### src/rtl/muldiv_unit.sv
// muldiv_unit: iterative RV32M multiply/divide unit.
// Shift-add multiply and restoring divide on magnitudes, 32 iterations,
// with sign fix-up and special cases applied in FINISH.
// Build option: MULDIV_DIV_EN includes the divider datapath; without it,
// funct3[2]=1 ops skip CALC and write back 0.
//
// state    | meaning
// ---------+--------------------------------------------------------
// S_IDLE   | waiting for start; latches op, rd and operand magnitudes
// S_CALC   | one multiply or divide iteration per cycle, 32 in total
// S_FINISH | sign correction, result registered, done pulsed
module muldiv_unit #(
   parameter int XLEN = 32
) (
   input  logic            i_clk,
   input  logic            i_rst_n,
   input  logic            i_start,
   input  logic [2:0]      i_funct3,
   input  logic [XLEN-1:0] i_rs1_val,
   input  logic [XLEN-1:0] i_rs2_val,
   input  logic [4:0]      i_rd_addr,
   output logic            o_busy,
   output logic            o_done,
   output logic            o_wb_we,
   output logic [4:0]      o_wb_addr,
   output logic [XLEN-1:0] o_wb_data
);

   typedef enum logic [1:0] {S_IDLE, S_CALC, S_FINISH} state_t;

   localparam logic [2:0] F_MULH   = 3'b001;
   localparam logic [2:0] F_MULHSU = 3'b010;
   localparam logic [2:0] F_DIV    = 3'b100;
   localparam logic [2:0] F_REM    = 3'b110;

   state_t            r_state;
   logic [5:0]        r_cnt;
   logic [2:0]        r_op;
   logic [4:0]        r_rd;
   logic              r_neg;
   logic [XLEN-1:0]   r_hi;
   logic [XLEN-1:0]   r_lo;
   logic [XLEN-1:0]   r_b;

   logic              w_a_signed;
   logic              w_b_signed;
   logic              w_a_neg;
   logic              w_b_neg;
   logic              w_res_neg;
   logic [XLEN-1:0]   w_a_mag;
   logic [XLEN-1:0]   w_b_mag;
   logic [XLEN:0]     w_mul_sum;
   logic [2*XLEN-1:0] w_prod;
   logic [2*XLEN-1:0] w_prod_fix;
   logic [XLEN-1:0]   w_mul_res;
   logic [XLEN-1:0]   w_div_res;
   logic [XLEN-1:0]   w_result;

   // Operand decode at acceptance: which sources are signed, their magnitudes
   // and the sign the final result must carry (REM follows the dividend).
   assign w_a_signed = (i_funct3 == F_MULH) || (i_funct3 == F_MULHSU) ||
                       (i_funct3 == F_DIV)  || (i_funct3 == F_REM);
   assign w_b_signed = (i_funct3 == F_MULH) || (i_funct3 == F_DIV) || (i_funct3 == F_REM);
   assign w_a_neg    = w_a_signed & i_rs1_val[XLEN-1];
   assign w_b_neg    = w_b_signed & i_rs2_val[XLEN-1];
   assign w_a_mag    = w_a_neg ? (~i_rs1_val + 1'b1) : i_rs1_val;
   assign w_b_mag    = w_b_neg ? (~i_rs2_val + 1'b1) : i_rs2_val;
   assign w_res_neg  = (i_funct3 == F_REM) ? w_a_neg : (w_a_neg ^ w_b_neg);

   // Multiply step: {r_hi,r_lo} is the running product with the multiplier
   // shifting out of r_lo; the carry of the add re-enters at the top.
   assign w_mul_sum  = {1'b0, r_hi} + (r_lo[0] ? {1'b0, r_b} : '0);

   assign w_prod     = {r_hi, r_lo};
   assign w_prod_fix = r_neg ? (~w_prod + 1'b1) : w_prod;
   assign w_mul_res  = (r_op[1:0] == 2'b00) ? w_prod_fix[XLEN-1:0] : w_prod_fix[2*XLEN-1:XLEN];

`ifdef MULDIV_DIV_EN
   logic              r_div0;
   logic [XLEN:0]     w_div_shift;
   logic [XLEN:0]     w_div_diff;
   logic [XLEN-1:0]   w_quo_fix;
   logic [XLEN-1:0]   w_rem_fix;

   // Restoring divide: r_hi is the partial remainder, r_lo shifts the
   // dividend out and the quotient in. Divide-by-zero naturally leaves the
   // dividend magnitude in r_hi, and 0x80000000/-1 naturally yields the
   // wrapped quotient with a zero remainder; only the quotient of a zero
   // divisor needs overriding.
   assign w_div_shift = {r_hi, r_lo[XLEN-1]};
   assign w_div_diff  = w_div_shift - {1'b0, r_b};
   assign w_quo_fix   = r_neg ? (~r_lo + 1'b1) : r_lo;
   assign w_rem_fix   = r_neg ? (~r_hi + 1'b1) : r_hi;
   assign w_div_res   = r_op[1] ? w_rem_fix : (r_div0 ? '1 : w_quo_fix);
`else
   assign w_div_res   = '0;
`endif

   assign w_result = r_op[2] ? w_div_res : w_mul_res;

   // Control FSM with the iteration datapath and registered write-back outputs.
   always_ff @(posedge i_clk or negedge i_rst_n) begin
      if (!i_rst_n) begin
         r_state   <= S_IDLE;
         r_cnt     <= '0;
         r_op      <= '0;
         r_rd      <= '0;
         r_neg     <= 1'b0;
         r_hi      <= '0;
         r_lo      <= '0;
         r_b       <= '0;
`ifdef MULDIV_DIV_EN
         r_div0    <= 1'b0;
`endif
         o_busy    <= 1'b0;
         o_done    <= 1'b0;
         o_wb_we   <= 1'b0;
         o_wb_addr <= '0;
         o_wb_data <= '0;
      end else begin
         case (r_state)
            S_IDLE: begin
               o_done  <= 1'b0;
               o_wb_we <= 1'b0;
               o_busy  <= i_start;
               if (i_start) begin
                  r_op  <= i_funct3;
                  r_rd  <= i_rd_addr;
                  r_neg <= w_res_neg;
                  r_hi  <= '0;
                  r_lo  <= w_a_mag;
                  r_b   <= w_b_mag;
                  r_cnt <= '0;
`ifdef MULDIV_DIV_EN
                  r_div0  <= (i_rs2_val == '0);
                  r_state <= S_CALC;
`else
                  r_state <= i_funct3[2] ? S_FINISH : S_CALC;
`endif
               end
            end
            S_CALC: begin
               r_cnt <= r_cnt + 6'd1;
`ifdef MULDIV_DIV_EN
               if (r_op[2]) begin
                  if (!w_div_diff[XLEN]) begin
                     r_hi <= w_div_diff[XLEN-1:0];
                     r_lo <= {r_lo[XLEN-2:0], 1'b1};
                  end else begin
                     r_hi <= w_div_shift[XLEN-1:0];
                     r_lo <= {r_lo[XLEN-2:0], 1'b0};
                  end
               end else begin
                  {r_hi, r_lo} <= {w_mul_sum, r_lo[XLEN-1:1]};
               end
`else
               {r_hi, r_lo} <= {w_mul_sum, r_lo[XLEN-1:1]};
`endif
               if (r_cnt == 6'(XLEN - 1)) begin
                  r_state <= S_FINISH;
               end
            end
            S_FINISH: begin
               o_wb_data <= w_result;
               o_wb_addr <= r_rd;
               o_wb_we   <= (r_rd != 5'd0);
               o_done    <= 1'b1;
               r_state   <= S_IDLE;
            end
            default: begin
               r_state <= S_IDLE;
            end
         endcase
      end
   end

endmodule

### config.mk
export PLATFORM = sky130hd
export DESIGN_NAME = muldiv_unit
export DESIGN_NICKNAME = d
export VERILOG_FILES = /design/src/rtl/muldiv_unit.sv
export SDC_FILE = /design/constraint.sdc
export NUM_CORES = 1
export LEC_CHECK = 0
export CAP_MARGIN = 20
export CORE_MARGIN = 5
export CORE_UTILIZATION = 58
export DETAILED_ROUTE_END_ITERATION = 8
export PLACE_DENSITY = 0.84
export SYNTH_ARGS = -nofsm -noshare
export SYNTH_HDL_FRONTEND = slang
export SYNTH_SLANG_ARGS = --single-unit
### constraint.sdc
create_clock -name i_clk -period 4.32 [get_ports i_clk]
set_input_delay 1.296 -clock i_clk [delete_from_list [all_inputs] [get_ports i_clk]]
set_output_delay 1.296 -clock i_clk [all_outputs]
set_load 0.1 [all_outputs]
==> out/summary.log <==
[global_routing] Global Route met3 Usage 4.400%
[floorplanning] area of the die 21430 um^2
[place] Post-Place Worst Slack 0.2567 ns
[cts] deepest level of the CTS H-tree 4
[timing] count of endpoints failing hold in the final timing report 0
[timing] post-layout minimum cycle time 3.684 ns
[place] DPL Wire Length 22620 um
[timing] RSZ-0062 raised after global routing no
[floorplanning] Die Span X 146.4 um
[synthesis] top post-synthesis cells by area sky130_fd_sc_hd__dfrtp_1, sky130_fd_sc_hd__o21ai_0, sky130_fd_sc_hd__nand2_1
[global_routing] total overflow reported by the global router 0
[global_routing] antenna violations before repair 0
[detailed_routing] average wire length per cell after detail routing 19.15 um
[cts] Inserted Clock Buffers 17
[place] count of port buffers added during placement 114
[worst_setup_path] Buf/Inv on CP 1
[cts] Clock Tree Buf Depth 2
[power_and_ir_drop] peak supply drop 644.6 uV
[floorplanning] total number of placement rows 49
[worst_setup_path] Critical Path AT 4.00 ns
[floorplanning] I/O pin cnt 115
[worst_setup_path] series of cell instances along the critical path clkdlybuf4s50_1 -> or3_1 -> or4_1 -> nor4b_1 -> and3_1 -> a31oi_1 -> xnor2_1 -> o21ai_0
[timing] worst clock skew 0.01220 ns
[timing] Max Fclk 0.2715 GHz
[cts] hold bufs inserted after CTS 0
[cts] clock edge transition at the registers on the reported setup and hold paths 0.07 ns
[synthesis] fraction of synthesized cell area taken by the top area cell type 35.48%
[cts] Root Buffer Master sky130_fd_sc_hd__clkbuf_16
[power_and_ir_drop] leakage power of the design 5.217 nW
[worst_setup_path] critical path startpoint category primary input
[detailed_routing] antenna-violating nets left 0
[floorplanning] core outline area 18150 um^2
[timing] slew of the pin with the lowest slew margin 1.047 ns
[timing] final critical-path share of the clock period 85.27%
[synthesis] area of the mapped netlist 10790 um^2
[detailed_routing] number of iterations in the first detailed-routing pass 6
[power_and_ir_drop] pwr dens 782.7 nW/um^2
[worst_setup_path] maximum fanout encountered on the critical timing path 5
[global_routing] global routing usage on met1 39.63%
[global_routing] largest net degree at the start of global routing 92
[detailed_routing] routed wire length 30830 um
[global_routing] global-route usage over all layers 28.26%
[synthesis] Synthesis Warnings 0
[synthesis] dominant cell type by area after synthesis sky130_fd_sc_hd__dfrtp_1
[finish] fill cell instance count of the final layout 1404
[finish] area growth from synthesis to layout 17.66%
[synthesis] count of flip-flops with a built-in enable after synthesis 0
[worst_setup_path] Required @ worst endpoint 4.64 ns
[cts] cells resized by post-CTS repair 0
[min_path] min-delay worst type reg2reg
[timing] remaining max-slew budget at the tightest pin 30.20%
[detailed_routing] Detailed Route Iter0 Violations 1142
[global_routing] grt met2 use 44.45%
[job] number of max-cap violations 0
[status] outcome completed
[synthesis] share of async-settable or async-resettable flops after synthesis 100.0%
[worst_setup_path] CP peak stage delay 0.56 ns
[worst_setup_path] dominant delay contributor by cell family on the critical path simple AND/OR/NAND/NOR gates
[synthesis] share of synthesized area occupied by flip-flops and latches 35.48%
[detailed_routing] detailed-route DRC error count 0
[cts] clock tree from TritonCTS built
[detailed_routing] vias after detailed routing 10370
[cts] buffer count from post-CTS setup fixing 0
[floorplanning] starting density of the core 59.47%
[synthesis] number of distinct standard cells referenced by the synthesized netlist 70
[finish] share of cells above drive strength 1 5.576%
[synthesis] Mean Syn Cell Area 8.359 um^2
[floorplanning] height of the chip 146.4 um
[synthesis] post-synthesis register bit count 153
[worst_setup_path] startpoint-to-endpoint class of the critical path in2reg
[worst_setup_path] type of destination of the critical path flip-flop
[finish] antenna diode instance count 0
[detailed_routing] number of vias per cell 6.439
[synthesis] gate count after technology mapping 1291
[finish] count of nets after finishing 1480
[place] routability congestion estimate from global placement 0.9560
[timing] Setup TNS 0 ns
[timing] number of endpoints failing setup at the final stage 0
[finish] area of all placed cells without fillers 12700 um^2
[worst_setup_path] cell at the slowest stage of the critical path sky130_fd_sc_hd__or4_1
[global_routing] routing layer with the top usage in global route met2
[synthesis] Net Count, Synth 1403
[global_routing] first-pass GRT wire length 49780 um
[timing] final worst-path setup slack 0.6363 ns
[cts] clock net sink count 153
[synthesis] Top FF cell, synth sky130_fd_sc_hd__dfrtp_1
[cts] later-pin clock latency in the skew report 0.44 ns
[global_routing] number of global-route vias before repair 9722
[place] instance area at placement 12100 um^2
[timing] Max Slew Vio Count 0
[metal layers]
layer / vias up / wire length, um
li1: 4843 / -
met1: 4982 / 13200
met2: 479 / 14260
met3: 63 / 2505
met4: 0 / 865
met5: - / 0
[state kept, by name, summed over array words and instances (netlist names)]
signal / cells
o_wb_addr: 5
o_wb_data: 32
r_b: 32
r_rd: 5
o_busy: 1
r_state: 2
r_op: 3
r_neg: 1
r_hi: 32
o_wb_we: 1
o_done: 1
r_lo: 32
r_cnt: 6
[cell usage in the layout (no fill, tap or decap), types with 14 or more instances in the layout]
master,n
sky130_fd_sc_hd__nand2_1,172
sky130_fd_sc_hd__o21ai_0,163
sky130_fd_sc_hd__dfrtp_1,152
sky130_fd_sc_hd__clkdlybuf4s50_1,113
sky130_fd_sc_hd__nor2_1,77
sky130_fd_sc_hd__xnor2_1,71
sky130_fd_sc_hd__a21oi_1,71
sky130_fd_sc_hd__xor2_1,67
sky130_fd_sc_hd__a22oi_1,41
sky130_fd_sc_hd__and2_1,39
sky130_fd_sc_hd__ha_1,36
sky130_fd_sc_hd__o31ai_1,32
sky130_fd_sc_hd__nor3_1,25
sky130_fd_sc_hd__nand3_1,21
sky130_fd_sc_hd__inv_1,20
sky130_fd_sc_hd__clkbuf_16,17
sky130_fd_sc_hd__or3_1,16
sky130_fd_sc_hd__a21o_1,15
sky130_fd_sc_hd__nor4_1,14
sky130_fd_sc_hd__o41ai_1,14
sky130_fd_sc_hd__buf_4,14
[final timing paths]
check	startpoint	end	slack [ns]	depth (start not counted)
setup / recovery	i_rs2_val[10]	r_b[29]	0.64	8
hold / removal	r_b[6]	r_b[6]	0.47	2
setup reg to reg	r_lo[0]	r_hi[29]	0.64	11
hold reg to reg	r_b[6]	r_b[6]	0.47	2
max in group asynchronous	i_rst_n	r_neg	2.46	2
min in group asynchronous	i_rst_n	r_hi[21]	0.94	1
[cells in the mapped netlist (all sizes together) (3+ instances only)]
cell and n:
a211oi 6, o2111a 4, or2 8, xor2 67, o21a 12, nand3 21
or4 12, a22oi 41, a22o 3, and2 39, nand2b 11, o211ai 5
a21oi 71, ha 36, dfrtp 153, nand4 10, mux2i 3, o31ai 34
o41ai 17, inv 20, nor2b 9, clkbuf 62, nand2 173, xnor2 71
nor4 14, a221o 5, buf 10, o22ai 4, a41oi 3, mux2 8
nor3 25, and3 5, o221ai 5, or3 17, o21bai 4, o21ai 164
a21o 15, a31oi 12, nor2 77, a311oi 3
[layout make-up]
type,count,area [um^2],share of cell area (%)
well taps,229,286.5,2.257
clock inverters,13,157.7,1.242
inverters,20,75.07,0.5912
multi-input cells,1046,6618,52.12
clock buffers,19,442.9,3.488
flip-flops and latches,153,3830,30.16
repair buffers,130,1287,10.14
[report_power, final]
part	leakage (nW)	switching (W)	internal, W
combinational	2.97	0.00358	0.00193
clock	0.285	0.000664	0.000883
sequential	1.96	0.000843	0.00204
total	5.22	0.00508	0.00485
[worst min-delay path, delay by kind of cell (launching register included)]
kind	cells	cell delay [ns]
flip-flops	1	0.34
AO/OA/AOI/OAI	1	0.06
AND/OR/NAND/NOR	1	0.04
[through the flow]
| stage | hold slack, ns | util (%) | total power (W) | std cells |
|---|---|---|---|---|
| after floorplan | 0.4424 | - | 0.006744 | 1291 |
| after global placement | 0.4547 | 66.66 | 0.008111 | 1578 |
| after detailed placement | 0.4627 | 66.66 | 0.008265 | 1578 |
| after CTS | 0.4764 | 69.97 | 0.009867 | 1610 |
| after global routing | 0.4920 | 69.97 | 0.01051 | 1610 |
| final | 0.4718 | 69.97 | 0.009938 | 1610 |
[logic make-up after synthesis]
family,after synthesis,share of synthesized area (%)
XOR/XNOR,138,11.20
adder cells (fa/ha/maj),37,4.359
flip-flops,153,35.48
buffers and inverters,92,3.246
AO/OA/AOI/OAI,429,25.54
AND/OR/NAND/NOR,431,19.06
multiplexers,11,1.113
No activity file was read; power rests on OpenSTA's default activity.
==> RTL change 1, RTL diff (same flow settings) <==
`XLEN`: 32 -> 16.
--- a/src/rtl/muldiv_unit.sv
+++ b/src/rtl/muldiv_unit.sv
@@ -10,7 +10,7 @@
 // S_CALC   | one multiply or divide iteration per cycle, 32 in total
 // S_FINISH | sign correction, result registered, done pulsed
 module muldiv_unit #(
-   parameter int XLEN = 32
+   parameter int XLEN = 16
 ) (
    input  logic            i_clk,
    input  logic            i_rst_n,
Interface: changed (resized i_rs1_val, i_rs2_val and o_wb_data); port bits go from 115 to 67. No check against the original RTL was run, so the function may have changed too.
==> RTL change 1 against the original RTL <==
Critical endpoint is now o_wb_data[13]; combinational power down 53%; final area down 48%; sequential cell count is 64 lower; highest routed layer unchanged; area after synthesis shrank 47%; total power shrank 52%; utilization shrank 1.7 points; die area fell by 45%; worst setup slack better by 0.46 ns; clock power shrank 63%; critical path depth fell by 7; wire length shrank 54%; sequential share of layout area grew 3.5 points.
==> RTL change 1: results <==
[worst_setup_path]
crit_slowest_cell = clkdlybuf4s50_1
critPathMaxFanout = 2
arrival_ns = 1.92
max_stage_delay_ns = 1.16
path_delay_family = buffers and inverters

[routing]
drtIter0Drc = 478
drt-total-wl_mm = 14.1
via_count = 5184
dr.pass1.iters = 5

[grt]
grt_max_degree = 71
grt_pass1_vias = 5011
grt_use_total = 0.252
grt_pass1_wl_mm = 23.7
antenna_found_initial = 0

[power]
ir_drop_mv = 0.456
p_leak_uw = 0.00278

[yosys]
synth.distinct_cells = 58
yosysSeqAreaShare = 0.392
synth.yosys.warnings = 0
synth_common_cells = nand2_1, dfrtp_1, o21ai_0
synthArstFlopShare = 1.00
synth_nets = 716
synthTopCellsByArea = dfrtp_1, o21ai_0, nand2_1, xor2_1, ha_1

[cts]
cts_resized = 0
post_cts_buffers = 0
insertion_delay_ns = 0.37
cts_max_level = 3
clk_pin_slew_ns = 0.09
cts_root_buf = clkbuf_8
cts_buffers = 9
clk_path_buf_depth = 2

[outcome]
outcome = finished, final reports clean

[timing]
worst_slew_pin_slew_ns = 1.02
skew_ns = 0.0110

[placed_design]
numPortBuffers = 66
gp_congestion = 0.927
placed_cell_area_um2 = 6420
hpwl_mm = 10.5

[final_layout]
antenna_cells = 0
layout-drive-gt1-share = 0.0568
final_nets = 765

[hold_path]
hold_path.class = flop to flop
[RTL change 1: logic make-up after synthesis]
family / synth area share
AND/OR/NAND/NOR: 0.192
AO/OA/AOI/OAI: 0.224
flip-flops: 0.392
XOR/XNOR: 0.0956
buffers and inverters: 0.0344
adder cells (fa/ha/maj): 0.0476
multiplexers: 0.0152
[RTL change 1: report_power, final]
part | total, µW | switching, µW | internal (µW)
logic | 2590 | 1720 | 874
clock network | 578 | 300 | 279
registers | 1620 | 438 | 1180
[RTL change 1: metrics by stage]
step / hold slack (ns) / setup WS (ns) / power (µW) / std cells / utilization
floorplan: 0.438 / 1.36 / 3490 / 652 / -
global placement: 0.454 / 0.829 / 4110 / 823 / 0.663
detailed placement: 0.462 / 0.765 / 4200 / 823 / 0.663
CTS: 0.480 / 1.09 / 4770 / 837 / 0.683
global route: 0.494 / 1.02 / 5110 / 837 / 0.683
finish: 0.476 / 1.10 / 4790 / 837 / 0.683
[RTL change 1: worst reg2reg max path: cells and delay by family, from the launching register on]
family / cells / cell delay, ns
flip-flops: 1 / 0.75
AND/OR/NAND/NOR: 2 / 0.43
buffers and inverters: 1 / 0.06
adder cells (fa/ha/maj): 2 / 0.59
AO/OA/AOI/OAI: 5 / 1.18
[RTL change 1: cell type report]
cell class,instances,area [µm²]
multi-input cells,512,3260
flip-flops and latches,89,2230
clock buffers,10,138
fillers,771,3070
well taps,133,166
clock inverters,4,55.1
repair buffers,72,703
inverters,17,63.8
[RTL change 1: path summary, 6_finish.rpt]
path | start | to | slack (ns) | cells past startpoint
max reg2reg | r_lo[0] | r_hi[15] | 1.24 | 10
max in group asynchronous | i_rst_n | r_hi[7] | 2.57 | 2
min reg2reg | r_b[6] | r_b[6] | 0.48 | 2
min | r_b[6] | r_b[6] | 0.48 | 2
min in group asynchronous | i_rst_n | r_cnt[1] | 1.01 | 1
max | o_wb_data[13] | o_wb_data[13] | 1.10 | 1
[RTL change 1: routing by layer]
layer	up-vias	GRT usage	wire length [µm]
li1	2460	-	-
met1	2482	0.344	6210
met2	204	0.392	6540
met3	38	0.0533	900
met4	0	0.100	407
met5	-	0	0
==> RTL change 2, RTL diff (config.mk and constraints unchanged) <==
Made on the original files. The 3 states of `state_t` get a one-hot encoding in 3 bits.
--- a/src/rtl/muldiv_unit.sv
+++ b/src/rtl/muldiv_unit.sv
@@ -26,7 +26,7 @@
    output logic [XLEN-1:0] o_wb_data
 );
 
-   typedef enum logic [1:0] {S_IDLE, S_CALC, S_FINISH} state_t;
+   typedef enum logic [2:0] {S_IDLE = 3'b001, S_CALC = 3'b010, S_FINISH = 3'b100} state_t;
 
    localparam logic [2:0] F_MULH   = 3'b001;
    localparam logic [2:0] F_MULHSU = 3'b010;
Check against the original RTL: no difference found for any inputs over 10 cycles, from zero or initial values and one cycle with i_rst_n low; not proved beyond that.
==> RTL change 2 against the original RTL <==
Synthesized cell count is 4.6% lower; maximum frequency barely moved; area after synthesis decreased by 1.4%; wire length down 5.6%; sequential cell count rose by 1; worst setup slack improved by 0.0024 ns; final cell count is 3.2% lower; clock skew is 0.0045 ns higher; critical path depth unchanged; total power decreased by 16%; register-to-register slack better by 0.08 ns; final area fell by 0.83%; sequential share of layout area rose by 0.46 points.
==> RTL change 2: results <==
[power]
seq-power_uw = 2630
ir_drop_mv = 0.685
p_leak_uw = 0.00528
powerDensity_nw_per_um2 = 665

[placed_design]
placed_cells = 1526
placed_cell_area_um2 = 12000
gp_congestion = 0.922

[timing]
skew_ns = 0.0167
holdWs_ns = 0.476
fin_crit_sh = 0.852
worst_slew_pin_slew_ns = 1.11

[yosys]
synth_mux_area_frac = 0.00999
netlist_instances = 1232
synth_fa_ha_area_frac = 0.0442
synth_compound_area_frac = 0.235
synthTopCellsByArea = dfrtp_1, xor2_1, o21ai_0, nand2_1, ha_1
yosysSeqAreaShare = 0.362

[final_layout]
final_nets = 1428
n_fill_cell = 1409
final_cells = 1558

[grt]
grt_use_total = 0.271
grt_pass1_vias = 9522
grt_pass1_wl_mm = 48.2

[worst_setup_path]
max_stage_delay_ns = 0.59
startpoint = i_rs1_val[10]
timing.rr.end = r_hi[17]
endpoint = r_lo[26]
arrival_ns = 3.96

[routing]
drtIter0Drc = 974
wl_per_cell_um = 18.7
dr.pass1.iters = 5
via_count = 9798

[hold_path]
hp-start = r_b[31]
min_path_cells = 1

[outcome]
outcome = finished, final reports clean
[RTL change 2: cell types whose count changed in the layout (fill, tap and decap cells not counted), moves of 9 or more]
cell	change
xor2_1	+37
xnor2_1	-32
nor2_1	-30
a21oi_1	-14
o21ai_0	-14
o221ai_1	+14
a22oi_1	-9
o21a_1	-9
o21ai_1	+9
[RTL change 2: cell type report]
type / count / area (µm²) / area share
clock buffer: 17 / 425 / 0.0338
clock inverter: 15 / 198 / 0.0157
inverter: 28 / 105 / 0.00835
multi-input combinational: 983 / 6440 / 0.512
sequential: 154 / 3860 / 0.306
tap: 229 / 287 / 0.0228
timing repair buffer: 132 / 1280 / 0.101
[RTL change 2: routing by layer]
metal,vias to the layer above,share of wire,GRT usage
met2,389,0.48,0.446
met4,0,0.024,0.0849
met3,61,0.067,0.0483
met5,-,0,0
li1,4640,-,-
met1,4708,0.42,0.367
